File: config.mk
export PLATFORM = sky130hd
export DESIGN_NAME = ui_overlay_engine_flat
export DESIGN_NICKNAME = d
export VERILOG_FILES = /design/src/rtl/ui_overlay_engine_if.sv /design/src/rtl/ui_overlay_engine.sv /design/src/flat_wrapper.sv
export SDC_FILE = /design/constraint.sdc
export NUM_CORES = 2
export LEC_CHECK = 0
export BUFFER_PORTS_ARGS = -buffer_cell sky130_fd_sc_hd__buf_4
export CAP_MARGIN = 5
export CORE_UTILIZATION = 45
export DETAILED_ROUTE_END_ITERATION = 10
export GPL_ROUTABILITY_DRIVEN = 1
export HOLD_SLACK_MARGIN = 0.06
export PLACE_DENSITY = 0.72
export SYNTH_ARGS = -nofsm -noshare
export SYNTH_HDL_FRONTEND = slang
export SYNTH_SLANG_ARGS = --single-unit
File: constraint.sdc
create_clock -name clk -period 11.6 [get_ports clk]
set_input_delay 1.74 -clock clk [delete_from_list [all_inputs] [get_ports clk]]
set_output_delay 1.74 -clock clk [all_outputs]
set_load 0.05 [all_outputs]
File: src/rtl/ui_overlay_engine_if.sv
// ui_overlay_engine_if
//   Groups the overlay engine's bus signals: the slot-table write port, the
//   pixel scan input, and the pipelined lookup result.
//   master modport: drives slot writes and scan positions, receives results.
//   slave modport : the engine side.
//   Ports (all logic):
//     wr_en, wr_slot, wr_x, wr_y, wr_w, wr_h, wr_src_h, wr_src_v,
//     wr_enable, wr_blink, clear_all        -- slot table programming
//     pix_valid, h_cnt, v_cnt                -- scan position in
//     pixel_addr, isObject, obj_slot, out_valid -- lookup result out
interface ui_overlay_engine_if #(
  parameter int NUM_SLOTS = 8
) ();
  localparam int SLOT_W = $clog2(NUM_SLOTS);

  logic              wr_en;
  logic [SLOT_W-1:0] wr_slot;
  logic [8:0]        wr_x;
  logic [8:0]        wr_y;
  logic [8:0]        wr_w;
  logic [8:0]        wr_h;
  logic [8:0]        wr_src_h;
  logic [8:0]        wr_src_v;
  logic              wr_enable;
  logic              wr_blink;
  logic              clear_all;

  logic              pix_valid;
  logic [9:0]        h_cnt;
  logic [9:0]        v_cnt;

  logic [16:0]       pixel_addr;
  logic              isObject;
  logic [SLOT_W-1:0] obj_slot;
  logic              out_valid;

  modport master (
    output wr_en, wr_slot, wr_x, wr_y, wr_w, wr_h, wr_src_h, wr_src_v,
           wr_enable, wr_blink, clear_all, pix_valid, h_cnt, v_cnt,
    input  pixel_addr, isObject, obj_slot, out_valid
  );

  modport slave (
    input  wr_en, wr_slot, wr_x, wr_y, wr_w, wr_h, wr_src_h, wr_src_v,
           wr_enable, wr_blink, clear_all, pix_valid, h_cnt, v_cnt,
    output pixel_addr, isObject, obj_slot, out_valid
  );
endinterface

File: src/rtl/ui_overlay_engine.sv
// ui_overlay_engine
//   Overlays up to NUM_SLOTS programmable rectangles on a VGA scan. Each slot
//   maps a screen rectangle (in downscaled sheet coordinates) onto a region of
//   a sprite sheet. For every qualified pixel the engine reports whether an
//   enabled slot covers it, which slot wins (lowest index), and the sheet
//   address of the sprite pixel to show. Two-cycle latency, one pixel/cycle.
//   Ports:
//     clk  -- system clock
//     rst  -- synchronous active-high reset
//     bus  -- ui_overlay_engine_if.slave (slot writes, scan in, result out)
module ui_overlay_engine #(
  parameter int IMG_W     = 320,
  parameter int IMG_H     = 240,
  parameter int NUM_SLOTS = 8,
  parameter int SHIFT     = 1,
  parameter int BLINK_W   = 24
) (
  input  logic               clk,
  input  logic               rst,
  ui_overlay_engine_if.slave bus
);
  localparam int SLOT_W = $clog2(NUM_SLOTS);
  localparam logic [19:0] FRAME_SIZE = 20'(IMG_W * IMG_H);

  // Slot table
  logic [8:0] slot_x     [NUM_SLOTS];
  logic [8:0] slot_y     [NUM_SLOTS];
  logic [8:0] slot_w     [NUM_SLOTS];
  logic [8:0] slot_h     [NUM_SLOTS];
  logic [8:0] slot_src_h [NUM_SLOTS];
  logic [8:0] slot_src_v [NUM_SLOTS];
  logic [NUM_SLOTS-1:0] slot_en;
  logic [NUM_SLOTS-1:0] slot_blink;

  logic [BLINK_W-1:0] blink_cnt;

  // Stage 1 signals
  logic [9:0]           pix_x;
  logic [9:0]           pix_y;
  logic [NUM_SLOTS-1:0] hit_c;
  logic [9:0]           col_c [NUM_SLOTS];
  logic [9:0]           row_c [NUM_SLOTS];
  logic                 s1_valid;
  logic [NUM_SLOTS-1:0] s1_hit;
  logic [9:0]           s1_col [NUM_SLOTS];
  logic [9:0]           s1_row [NUM_SLOTS];

  // Stage 2 signals
  logic              sel_found;
  logic [SLOT_W-1:0] sel_idx;
  logic [9:0]        sel_col;
  logic [9:0]        sel_row;
  logic [19:0]       raw_addr;
  logic [19:0]       wrap_addr;

  // Only the enable/blink bits need a reset; geometry is meaningless while
  // a slot is disabled. clear_all is applied after the write so it wins.
  always_ff @(posedge clk) begin
    if (rst) begin
      slot_en    <= '0;
      slot_blink <= '0;
    end else begin
      if (bus.wr_en) begin
        slot_en[bus.wr_slot]    <= bus.wr_enable;
        slot_blink[bus.wr_slot] <= bus.wr_blink;
      end
      if (bus.clear_all) begin
        slot_en <= '0;
      end
    end
  end

  always_ff @(posedge clk) begin
    if (bus.wr_en) begin
      slot_x[bus.wr_slot]     <= bus.wr_x;
      slot_y[bus.wr_slot]     <= bus.wr_y;
      slot_w[bus.wr_slot]     <= bus.wr_w;
      slot_h[bus.wr_slot]     <= bus.wr_h;
      slot_src_h[bus.wr_slot] <= bus.wr_src_h;
      slot_src_v[bus.wr_slot] <= bus.wr_src_v;
    end
  end

  always_ff @(posedge clk) begin
    if (rst) begin
      blink_cnt <= '0;
    end else begin
      blink_cnt <= blink_cnt + BLINK_W'(1);
    end
  end

  assign pix_x = 10'(bus.h_cnt >> SHIFT);
  assign pix_y = 10'(bus.v_cnt >> SHIFT);

  // Bounds are compared in 10 bits so slot_x+w cannot wrap; a zero width or
  // height makes the range empty. The offsets are only meaningful on a hit.
  always_comb begin
    for (int i = 0; i < NUM_SLOTS; i++) begin
      hit_c[i] = slot_en[i]
              && (!slot_blink[i] || !blink_cnt[BLINK_W-1])
              && (pix_x >= {1'b0, slot_x[i]})
              && (pix_x <  ({1'b0, slot_x[i]} + {1'b0, slot_w[i]}))
              && (pix_y >= {1'b0, slot_y[i]})
              && (pix_y <  ({1'b0, slot_y[i]} + {1'b0, slot_h[i]}));
      col_c[i] = {1'b0, slot_src_h[i]} + (pix_x - {1'b0, slot_x[i]});
      row_c[i] = {1'b0, slot_src_v[i]} + (pix_y - {1'b0, slot_y[i]});
    end
  end

  // Hit vector is forced to zero for unqualified pixels so stage 2 never
  // reports an object without a valid pixel behind it.
  always_ff @(posedge clk) begin
    if (rst) begin
      s1_valid <= 1'b0;
      s1_hit   <= '0;
    end else begin
      s1_valid <= bus.pix_valid;
      s1_hit   <= bus.pix_valid ? hit_c : '0;
    end
  end

  always_ff @(posedge clk) begin
    for (int i = 0; i < NUM_SLOTS; i++) begin
      s1_col[i] <= col_c[i];
      s1_row[i] <= row_c[i];
    end
  end

  // Scanning from the top index down lets the lowest hitting slot win.
  always_comb begin
    sel_found = 1'b0;
    sel_idx   = '0;
    sel_col   = '0;
    sel_row   = '0;
    for (int i = NUM_SLOTS - 1; i >= 0; i--) begin
      if (s1_hit[i]) begin
        sel_found = 1'b1;
        sel_idx   = SLOT_W'(i);
        sel_col   = s1_col[i];
        sel_row   = s1_row[i];
      end
    end
  end

  // Single wrap: an address past the end of the sheet folds back once.
  assign raw_addr  = 20'(sel_col) + 20'(sel_row) * 20'(IMG_W);
  assign wrap_addr = (raw_addr >= FRAME_SIZE) ? (raw_addr - FRAME_SIZE) : raw_addr;

  always_ff @(posedge clk) begin
    if (rst) begin
      bus.out_valid  <= 1'b0;
      bus.isObject   <= 1'b0;
      bus.obj_slot   <= '0;
      bus.pixel_addr <= '0;
    end else begin
      bus.out_valid  <= s1_valid;
      bus.isObject   <= s1_valid && sel_found;
      bus.obj_slot   <= (s1_valid && sel_found) ? sel_idx : '0;
      bus.pixel_addr <= (s1_valid && sel_found) ? wrap_addr[16:0] : '0;
    end
  end
endmodule
File: src/flat_wrapper.sv
// flat-port wrapper written by rule: the top's interface ports become plain ports
module ui_overlay_engine_flat 
#(
  parameter int IMG_W     = 320,
  parameter int IMG_H     = 240,
  parameter int NUM_SLOTS = 8,
  parameter int SHIFT     = 1,
  parameter int BLINK_W   = 24
)
  (clk, rst, bus_wr_en, bus_wr_slot, bus_wr_x, bus_wr_y, bus_wr_w, bus_wr_h, bus_wr_src_h, bus_wr_src_v, bus_wr_enable, bus_wr_blink, bus_clear_all, bus_pix_valid, bus_h_cnt, bus_v_cnt, bus_pixel_addr, bus_isObject, bus_obj_slot, bus_out_valid);
  ui_overlay_engine_if #(.NUM_SLOTS(NUM_SLOTS)) bus_i ();
  input  logic clk;
  input  logic rst;
  input wire logic [$bits(bus_i.wr_en)-1:0] bus_wr_en;
  input wire logic [$bits(bus_i.wr_slot)-1:0] bus_wr_slot;
  input wire logic [$bits(bus_i.wr_x)-1:0] bus_wr_x;
  input wire logic [$bits(bus_i.wr_y)-1:0] bus_wr_y;
  input wire logic [$bits(bus_i.wr_w)-1:0] bus_wr_w;
  input wire logic [$bits(bus_i.wr_h)-1:0] bus_wr_h;
  input wire logic [$bits(bus_i.wr_src_h)-1:0] bus_wr_src_h;
  input wire logic [$bits(bus_i.wr_src_v)-1:0] bus_wr_src_v;
  input wire logic [$bits(bus_i.wr_enable)-1:0] bus_wr_enable;
  input wire logic [$bits(bus_i.wr_blink)-1:0] bus_wr_blink;
  input wire logic [$bits(bus_i.clear_all)-1:0] bus_clear_all;
  input wire logic [$bits(bus_i.pix_valid)-1:0] bus_pix_valid;
  input wire logic [$bits(bus_i.h_cnt)-1:0] bus_h_cnt;
  input wire logic [$bits(bus_i.v_cnt)-1:0] bus_v_cnt;
  output wire logic [$bits(bus_i.pixel_addr)-1:0] bus_pixel_addr;
  output wire logic [$bits(bus_i.isObject)-1:0] bus_isObject;
  output wire logic [$bits(bus_i.obj_slot)-1:0] bus_obj_slot;
  output wire logic [$bits(bus_i.out_valid)-1:0] bus_out_valid;
  assign bus_i.wr_en = bus_wr_en;
  assign bus_i.wr_slot = bus_wr_slot;
  assign bus_i.wr_x = bus_wr_x;
  assign bus_i.wr_y = bus_wr_y;
  assign bus_i.wr_w = bus_wr_w;
  assign bus_i.wr_h = bus_wr_h;
  assign bus_i.wr_src_h = bus_wr_src_h;
  assign bus_i.wr_src_v = bus_wr_src_v;
  assign bus_i.wr_enable = bus_wr_enable;
  assign bus_i.wr_blink = bus_wr_blink;
  assign bus_i.clear_all = bus_clear_all;
  assign bus_i.pix_valid = bus_pix_valid;
  assign bus_i.h_cnt = bus_h_cnt;
  assign bus_i.v_cnt = bus_v_cnt;
  assign bus_pixel_addr = bus_i.pixel_addr;
  assign bus_isObject = bus_i.isObject;
  assign bus_obj_slot = bus_i.obj_slot;
  assign bus_out_valid = bus_i.out_valid;
  ui_overlay_engine #(.IMG_W(IMG_W), .IMG_H(IMG_H), .NUM_SLOTS(NUM_SLOTS), .SHIFT(SHIFT), .BLINK_W(BLINK_W)) u_core (.clk(clk), .rst(rst), .bus(bus_i));
endmodule
# == Yosys cells after proc, flatten, opt, wreduce, memory -nomap -nowiden ==
# Memories as Yosys holds them, arrays and structs flattened.
# Index checks and enable logic that the tools add are counted.
# classes
add_sub_neg,51
multipliers,1
div_mod_pow,0
n_lt_le_gt_ge,35
n_eq_ne,0
n_shift,0
mux,38
bitwise_logic,2
n_reduce_logical,65
# ops
cell,count
adder 9 x 10 -> 10 bit,16
adder 9 x 9 -> 10 bit,16
less-than comparator 9 x 10 -> 1 bit,16
2-to-1 mux 10 bit,16
subtractor 9 x 9 -> 10 bit,16
>= comparator 9 bit,16
logical AND 1 bit,42
"adder 24 x 1 -> 24 bit, second input constant",1
adder 10 x 19 -> 20 bit,1
">= comparator 20 x 17 -> 1 bit, second input constant",1
2-to-1 mux 17 bit,1
"subtractor 17 bit, second input constant",1
bitwise mux 8 bit,2
"multiplier 10 x 3 -> 13 bit, second input constant",1
2-to-1 mux 1 bit,12
2-to-1 mux 3 bit,4
logical NOT 1 bit,9
logical OR 1 bit,8
OR reduction 2 bit,3
OR reduction 6 bit,1
"less-than comparator 3 x 4 -> 1 bit, second input constant",1
2-to-1 mux 2 bit,2
OR reduction 4 bit,1
demux 1 bit (select 3 bit),1
3 further kinds,4
# totals
register_bits,71
latchBits,0
ram_bits,592
rom_bits,0
in_bits,84
output_inout_bits,22
elab_cells,211
n_memories,8
# mem_list
memory,words,width,read_ports,rd_clocked_by_memory_dff,wr,line_no,text
u_core.s1_col,8,10,8,0,8,ui_overlay_engine.sv:45,logic [9:0] s1_col [NUM_SLOTS];
u_core.s1_row,8,10,8,0,8,ui_overlay_engine.sv:46,logic [9:0] s1_row [NUM_SLOTS];
u_core.slot_h,8,9,8,0,1,ui_overlay_engine.sv:29,logic [8:0] slot_h [NUM_SLOTS];
u_core.slot_src_h,8,9,8,0,1,ui_overlay_engine.sv:30,logic [8:0] slot_src_h [NUM_SLOTS];
u_core.slot_src_v,8,9,8,0,1,ui_overlay_engine.sv:31,logic [8:0] slot_src_v [NUM_SLOTS];
u_core.slot_w,8,9,8,0,1,ui_overlay_engine.sv:28,logic [8:0] slot_w [NUM_SLOTS];
+2 memories,-,-,-,-,-,-,

# == Longest topological paths before layout ==
# An unclocked memory read counts as a cell.
# logic_depth
depth_word,13
mapped_depth,22

# == Worst setup path after synthesis ==
# Ideal clock, no wire load.
# synth_path
path_type,input port to flip-flop
startpoint,input port bus_wr_slot[2]
endpoint,register u_core.slot_blink[0]
t_arrival_ns,6.251
slack_ns,5.221
path_stages,4
path_buffers,0
cell_sequence,nand2b_1 -> nor3_1 -> mux2i_1 -> nor2_1
# synth_via
elab_chain_len,5
elab_cells_between_ends,6
# synth_lines
element,line_no,text
from (decl),flat_wrapper.sv:15,input wire logic [$bits(bus_i.wr_slot)-1:0] bus_wr_slot;
less-than comparator 3 x 4 -> 1 bit (implied by the code) / >= comparator 3 x 1 -> 1 bit (equally long branches),ui_overlay_engine.sv:65,slot_blink[bus.wr_slot] <= bus.wr_blink;
logical AND 1 bit (implied by the code),ui_overlay_engine.sv:65,
2-to-1 mux 1 bit (implied by the code),ui_overlay_engine.sv:65,
demux 1 bit (select 3 bit) (*),-,
bitwise mux 8 bit (*),ui_overlay_engine.sv:65,
"to (signal, indexed assignment)",ui_overlay_engine.sv:65,
to (decl),ui_overlay_engine.sv:33,logic [NUM_SLOTS-1:0] slot_blink;
# Every way passes the cells marked *; elsewhere a longest branch is shown, timed or not.
# A chain may end at the register's enable or synchronous reset.

# == Worst setup path after layout ==
# layout_path
startpoint,register u_core.s1_hit[6]
endpoint,register u_core.bus.pixel_addr[16]
# layout_via
elab_chain_len,11
elab_cells_between_ends,29
# layout_lines
element,line_no,text
from (decl),ui_overlay_engine.sv:44,logic [NUM_SLOTS-1:0] s1_hit;
from (signal assigned),ui_overlay_engine.sv:118,s1_hit <= bus.pix_valid ? hit_c : '0;
2-to-1 mux 10 bit (7 in series),ui_overlay_engine.sv:136,if (s1_hit[i]) begin
multiplier 10 x 3 -> 13 bit,ui_overlay_engine.sv:146,assign raw_addr = 20'(sel_col) + 20'(sel_row) * 20'(IMG_W);
adder 10 x 19 -> 20 bit,ui_overlay_engine.sv:146,
subtractor 17 bit / >= comparator 20 x 17 -> 1 bit (equally long branches),ui_overlay_engine.sv:147,assign wrap_addr = (raw_addr >= FRAME_SIZE) ? (raw_addr - FRAME_SIZE) : raw_addr;
2-to-1 mux 17 bit,ui_overlay_engine.sv:147,
to (signal assigned),ui_overlay_engine.sv:159,bus.pixel_addr <= (s1_valid && sel_found) ? wrap_addr[16:0] : '0;
to (decl),ui_overlay_engine_if.sv:46,"output pixel_addr, isObject, obj_slot, out_valid"
# Several ways; a longest one is shown, not always the timed one.

==> run summary <==
The hold path depth was 1. The number of synthesized flops with an enable pin is 432, and the count of antenna-violating nets left after detailed routing is 0. Headroom to the max-slew limit came out at 26.92%. After synthesis, the cell types taking the most area are edfxtp_1, ha_1, dfxtp_1.

The cell row count is 111, and the highest clock frequency the design can meet is 170.1 MHz. The tools report the total vias in the final route as 28240. The clock passes through at most 3 buffers.

For the pin with the worst max-slew slack, the measured transition is 1.096 ns. The sink count of the clock tree is 663, and the total number of H-tree levels is 3. Largest area contributor in the netlist: edfxtp_1. The clock tree root driver cell is clkbuf_16. Once detailed placement completed, the half-perimeter wirelength came to 81030 um. The total overflow left after global routing is 0. The worst path meets setup with 5.720 ns of slack. The tools report the number of warning messages in the yosys log as 0. Clock skew on the completed layout was measured at 0.02002 ns. Setup repair after global routing left no endpoint under its margin. The via density per instance is 5.401. In the layout the commonest cells are inv_1, ha_1, edfxtp_1.

TritonCTS built the clock tree. The number of nets produced by synthesis was 4667. Global routing used 23.55% of the available tracks across all layers. The tools report the total detailed-routing wirelength as 109800 um. The number of endpoints with negative hold slack in the final report was 0; the power per unit of standard cell area was 135.8 nW/um^2. Synthesis inferred 663 register bits. The die is 306.1 um wide.

The tools report the maximum number of pins on one net before global-route repair as 57. The max-slew violation count was 0; the area growth from synthesis to layout was 11.49%. Counting I/O delays and the setup requirement, the final critical path takes 5.880 ns. The port buffer count was 103. The endpoint of the worst register-to-register path was u_core.bus.pixel_addr[16]$_SDFF_PP0_. The clock-pin slew on the worst setup and hold paths works out to 0.06 ns.

The logs give 3823 for the instance count of the mapped netlist and 0 for the max-capacitance violation count. Dividing the detail-routed wire length by the instance count gives 21.00 um. The DRC violations left came out at 0. At the end of the flow, the number of nets in the layout was 4820.

STA classifies the critical path endpoint as a flip-flop. The flow ran to the end, and the final reports show no timing, DRC or antenna violations. The startpoint of the worst-slack reg-to-reg timing path is u_core.s1_hit[6]$_SDFF_PP0_.

Across the VDD grid, the largest voltage drop is 0.09434 mV. The buffers inserted during post-CTS setup optimization was 0; the share of the synthesized area in the top cell type was 31.18%. The initial core utilization is 45.39%, and the mean instance size in the synthesized netlist is 10.88 um^2. The netlist uses 71 different library cells.

The worst endpoint data arrival time is 6.42 ns. The run gives 2313 as the DRC violation total after the first TritonRoute iteration. The worst-path maximum fanout was 24.

The worst min-delay path category is flip-flop to flip-flop. Cells with a size suffix above 1 make up 6.639% of the layout. The analysis attributes to cell leakage a power of 21.28 nW. For the total of endpoints with negative setup slack in the final report, the log shows 0. The tools report the destination of the worst hold path as u_core.blink_cnt[0]$_SDFF_PP0_.

The share of synthesized area occupied by flip-flops and latches was 42.29%; the filler cell count was 7945. 106 I/O pins were placed. The fraction of synthesis flops using an asynchronous set or reset pin is 0%. The worst setup timing slack at the placement stage was 5.834 ns; the number of iterations in the first detailed-routing pass was 6. In this run the register-to-register setup slack is 5.72 ns.

The number of global-route vias before repair was 27670. Measured along the y axis, the die boundary spans 306.1 um. The endpoint required time on the critical path was 12.14 ns. The run gives 7 as the initial antenna violation count. The hold buffer count at cts is 0. The most common flop cell mapped by yosys is edfxtp_1. The first global-routing pass estimated 165500 um of wire. The tools report the clock latency reported for the late side of the worst-skew pair as 0.63 ns. Setup total negative slack on the finished layout was measured at 0 ns. After layout, the worst path uses 50.69% of the clock period. The die covers 93680 um^2. After clock tree synthesis, the repair step resized 0 gates.

The kind of critical path was flip-flop to flip-flop. The worst setup path is launched from a flip-flop. For the summed instance area of the synthesized netlist, the log shows 41610 um^2. In this run the most critical hold path is launched from u_core.blink_cnt[0]$_SDFF_PP0_. Most common library cell in the layout ignoring fill and taps: inv_1. The tools report the number of buffers created by CTS as 74. The region available for standard cell placement spans 91660 um^2.

Routability congestion estimate: 0.8918. Measured in cells, the most critical reg-to-reg path has a length of 21.
==> worst max-delay path, stage by stage, from the launching register on <==
cell and delay [ns]:
dfxtp_1 0.30, buf_4 0.25, nor2b_2 0.60, buf_4 0.40
a221oi_1 0.14, o31ai_1 0.24, nand2_1 0.10, a21oi_1 0.24
a211oi_1 0.08, o31ai_1 0.73, inv_1 0.15, fa_1 0.48
nand2b_1 0.20, a21oi_1 0.33, xnor2_1 0.29, ha_1 0.25
inv_1 0.08, a22oi_2 0.18, nor3_2 0.10, and2_1 0.20
or3_1 0.33, a21oi_2 0.11
==> through the flow <==
stage | hold slack [ns] | util (%) | cell area [um^2] | power, mW | instances
floorplan | 0.4132 | - | 41610 | 3.536 | 3823
global placement | 0.4240 | 47.84 | 43850 | 3.848 | 5086
detailed placement | 0.4388 | 47.84 | 43850 | 3.885 | 5086
CTS | 0.4526 | 50.59 | 46370 | 6.321 | 5223
global route | 0.4639 | 50.60 | 46380 | 6.560 | 5227
finish | 0.4421 | 50.61 | 46390 | 6.299 | 5228
==> registers in the layout, indices dropped and copies added (netlist names) <==
signal,cells
u_core.slot_h,72
u_core.slot_blink,8
u_core.s1_valid,1
u_core.slot_x,72
u_core.slot_en,8
u_core.bus.out_valid,1
u_core.bus.isObject,1
u_core.bus.pixel_addr,17
u_core.bus.obj_slot,3
u_core.slot_y,72
u_core.slot_src_v,72
u_core.slot_src_h,72
u_core.s1_hit,8
u_core.s1_col,80
u_core.slot_w,72
u_core.blink_cnt,24
u_core.s1_row,80
==> synth_stat cells, types with 8 or more instances <==
cell type and number:
a2111oi_0 11, a211oi_1 26, a21boi_0 16, a21o_1 168, a21oi_1 229, a221oi_1 30, and3_1 14, clkbuf_1 37
dfxtp_1 231, edfxtp_1 432, fa_1 162, ha_1 598, inv_1 678, mux2i_1 19, nand2_1 138, nand2b_1 73
nand3_1 30, nor2_1 159, nor2b_1 41, nor3_1 37, nor4_1 12, o211a_1 13, o21a_1 40, o21ai_0 221
o21bai_1 30, o311ai_0 10, o31ai_1 8, or3_1 25, xnor2_1 121, xor2_1 103
==> area by class of cell <==
cell class	count	area (um^2)	area share (%)
Tap cell	1186	1484	3.199
Clock buffer	105	2232	4.812
Antenna cell	5	12.51	0.02697
Timing Repair Buffer	120	900.9	1.942
Sequential cell	663	17600	37.93
Clock inverter	32	292.8	0.6312
Multi-Input combinational cell	2437	21320	45.95
Inverter	680	2552	5.503
==> worst max-delay path by stage <==
stage	slack, ns	start	cells after the start	to
3_3_place_gp	5.96	u_core.s1_hit[6]$_SDFF_PP0_	22	u_core.bus.pixel_addr[16]$_SDFF_PP0_
6_report	5.72	u_core.s1_hit[6]$_SDFF_PP0_	21	u_core.bus.pixel_addr[16]$_SDFF_PP0_
4_1_cts	5.81	u_core.s1_hit[6]$_SDFF_PP0_	21	u_core.bus.pixel_addr[16]$_SDFF_PP0_
3_5_place_dp	5.83	u_core.s1_hit[6]$_SDFF_PP0_	21	u_core.bus.pixel_addr[16]$_SDFF_PP0_
5_1_grt	5.19	u_core.s1_hit[6]$_SDFF_PP0_	21	u_core.bus.pixel_addr[11]$_SDFF_PP0_
2_1_floorplan	5.22	bus_wr_slot[2]	4	u_core.slot_blink[0]$_SDFFE_PP0P_
==> routing by layer <==
layer	wire length, um	global-route usage, %	up-vias
met2	48310	36.41	1101
met3	9340	3.836	187
met1	47410	32.50	13400
met4	4733	10.60	4
met5	23	0	-
li1	-	-	13550
==> logic make-up (layout without fill, tap and decap cells) <==
group / count (synthesis) / after routing / share of synthesized area, %
adders and majority gates: 760 / 760 / 25.78
DFF: 663 / 663 / 42.29
and+or+nand+nor: 566 / 566 / 6.661
AOI/OAI and AO/OA: 863 / 863 / 13.32
muxes: 19 / 19 / 0.4571
buffers and inverters: 723 / 937 / 6.544
other: 0 / 5 / 0
xor gates and xnor gates: 229 / 229 / 4.944
==> power by group <==
group | internal, mW | switching [mW] | leakage, nW
Combinational | 0.432 | 0.611 | 14.2
Clock | 1.46 | 0.982 | 1.23
Sequential | 2.73 | 0.0857 | 5.85
(Power assumes the default switching activity.)
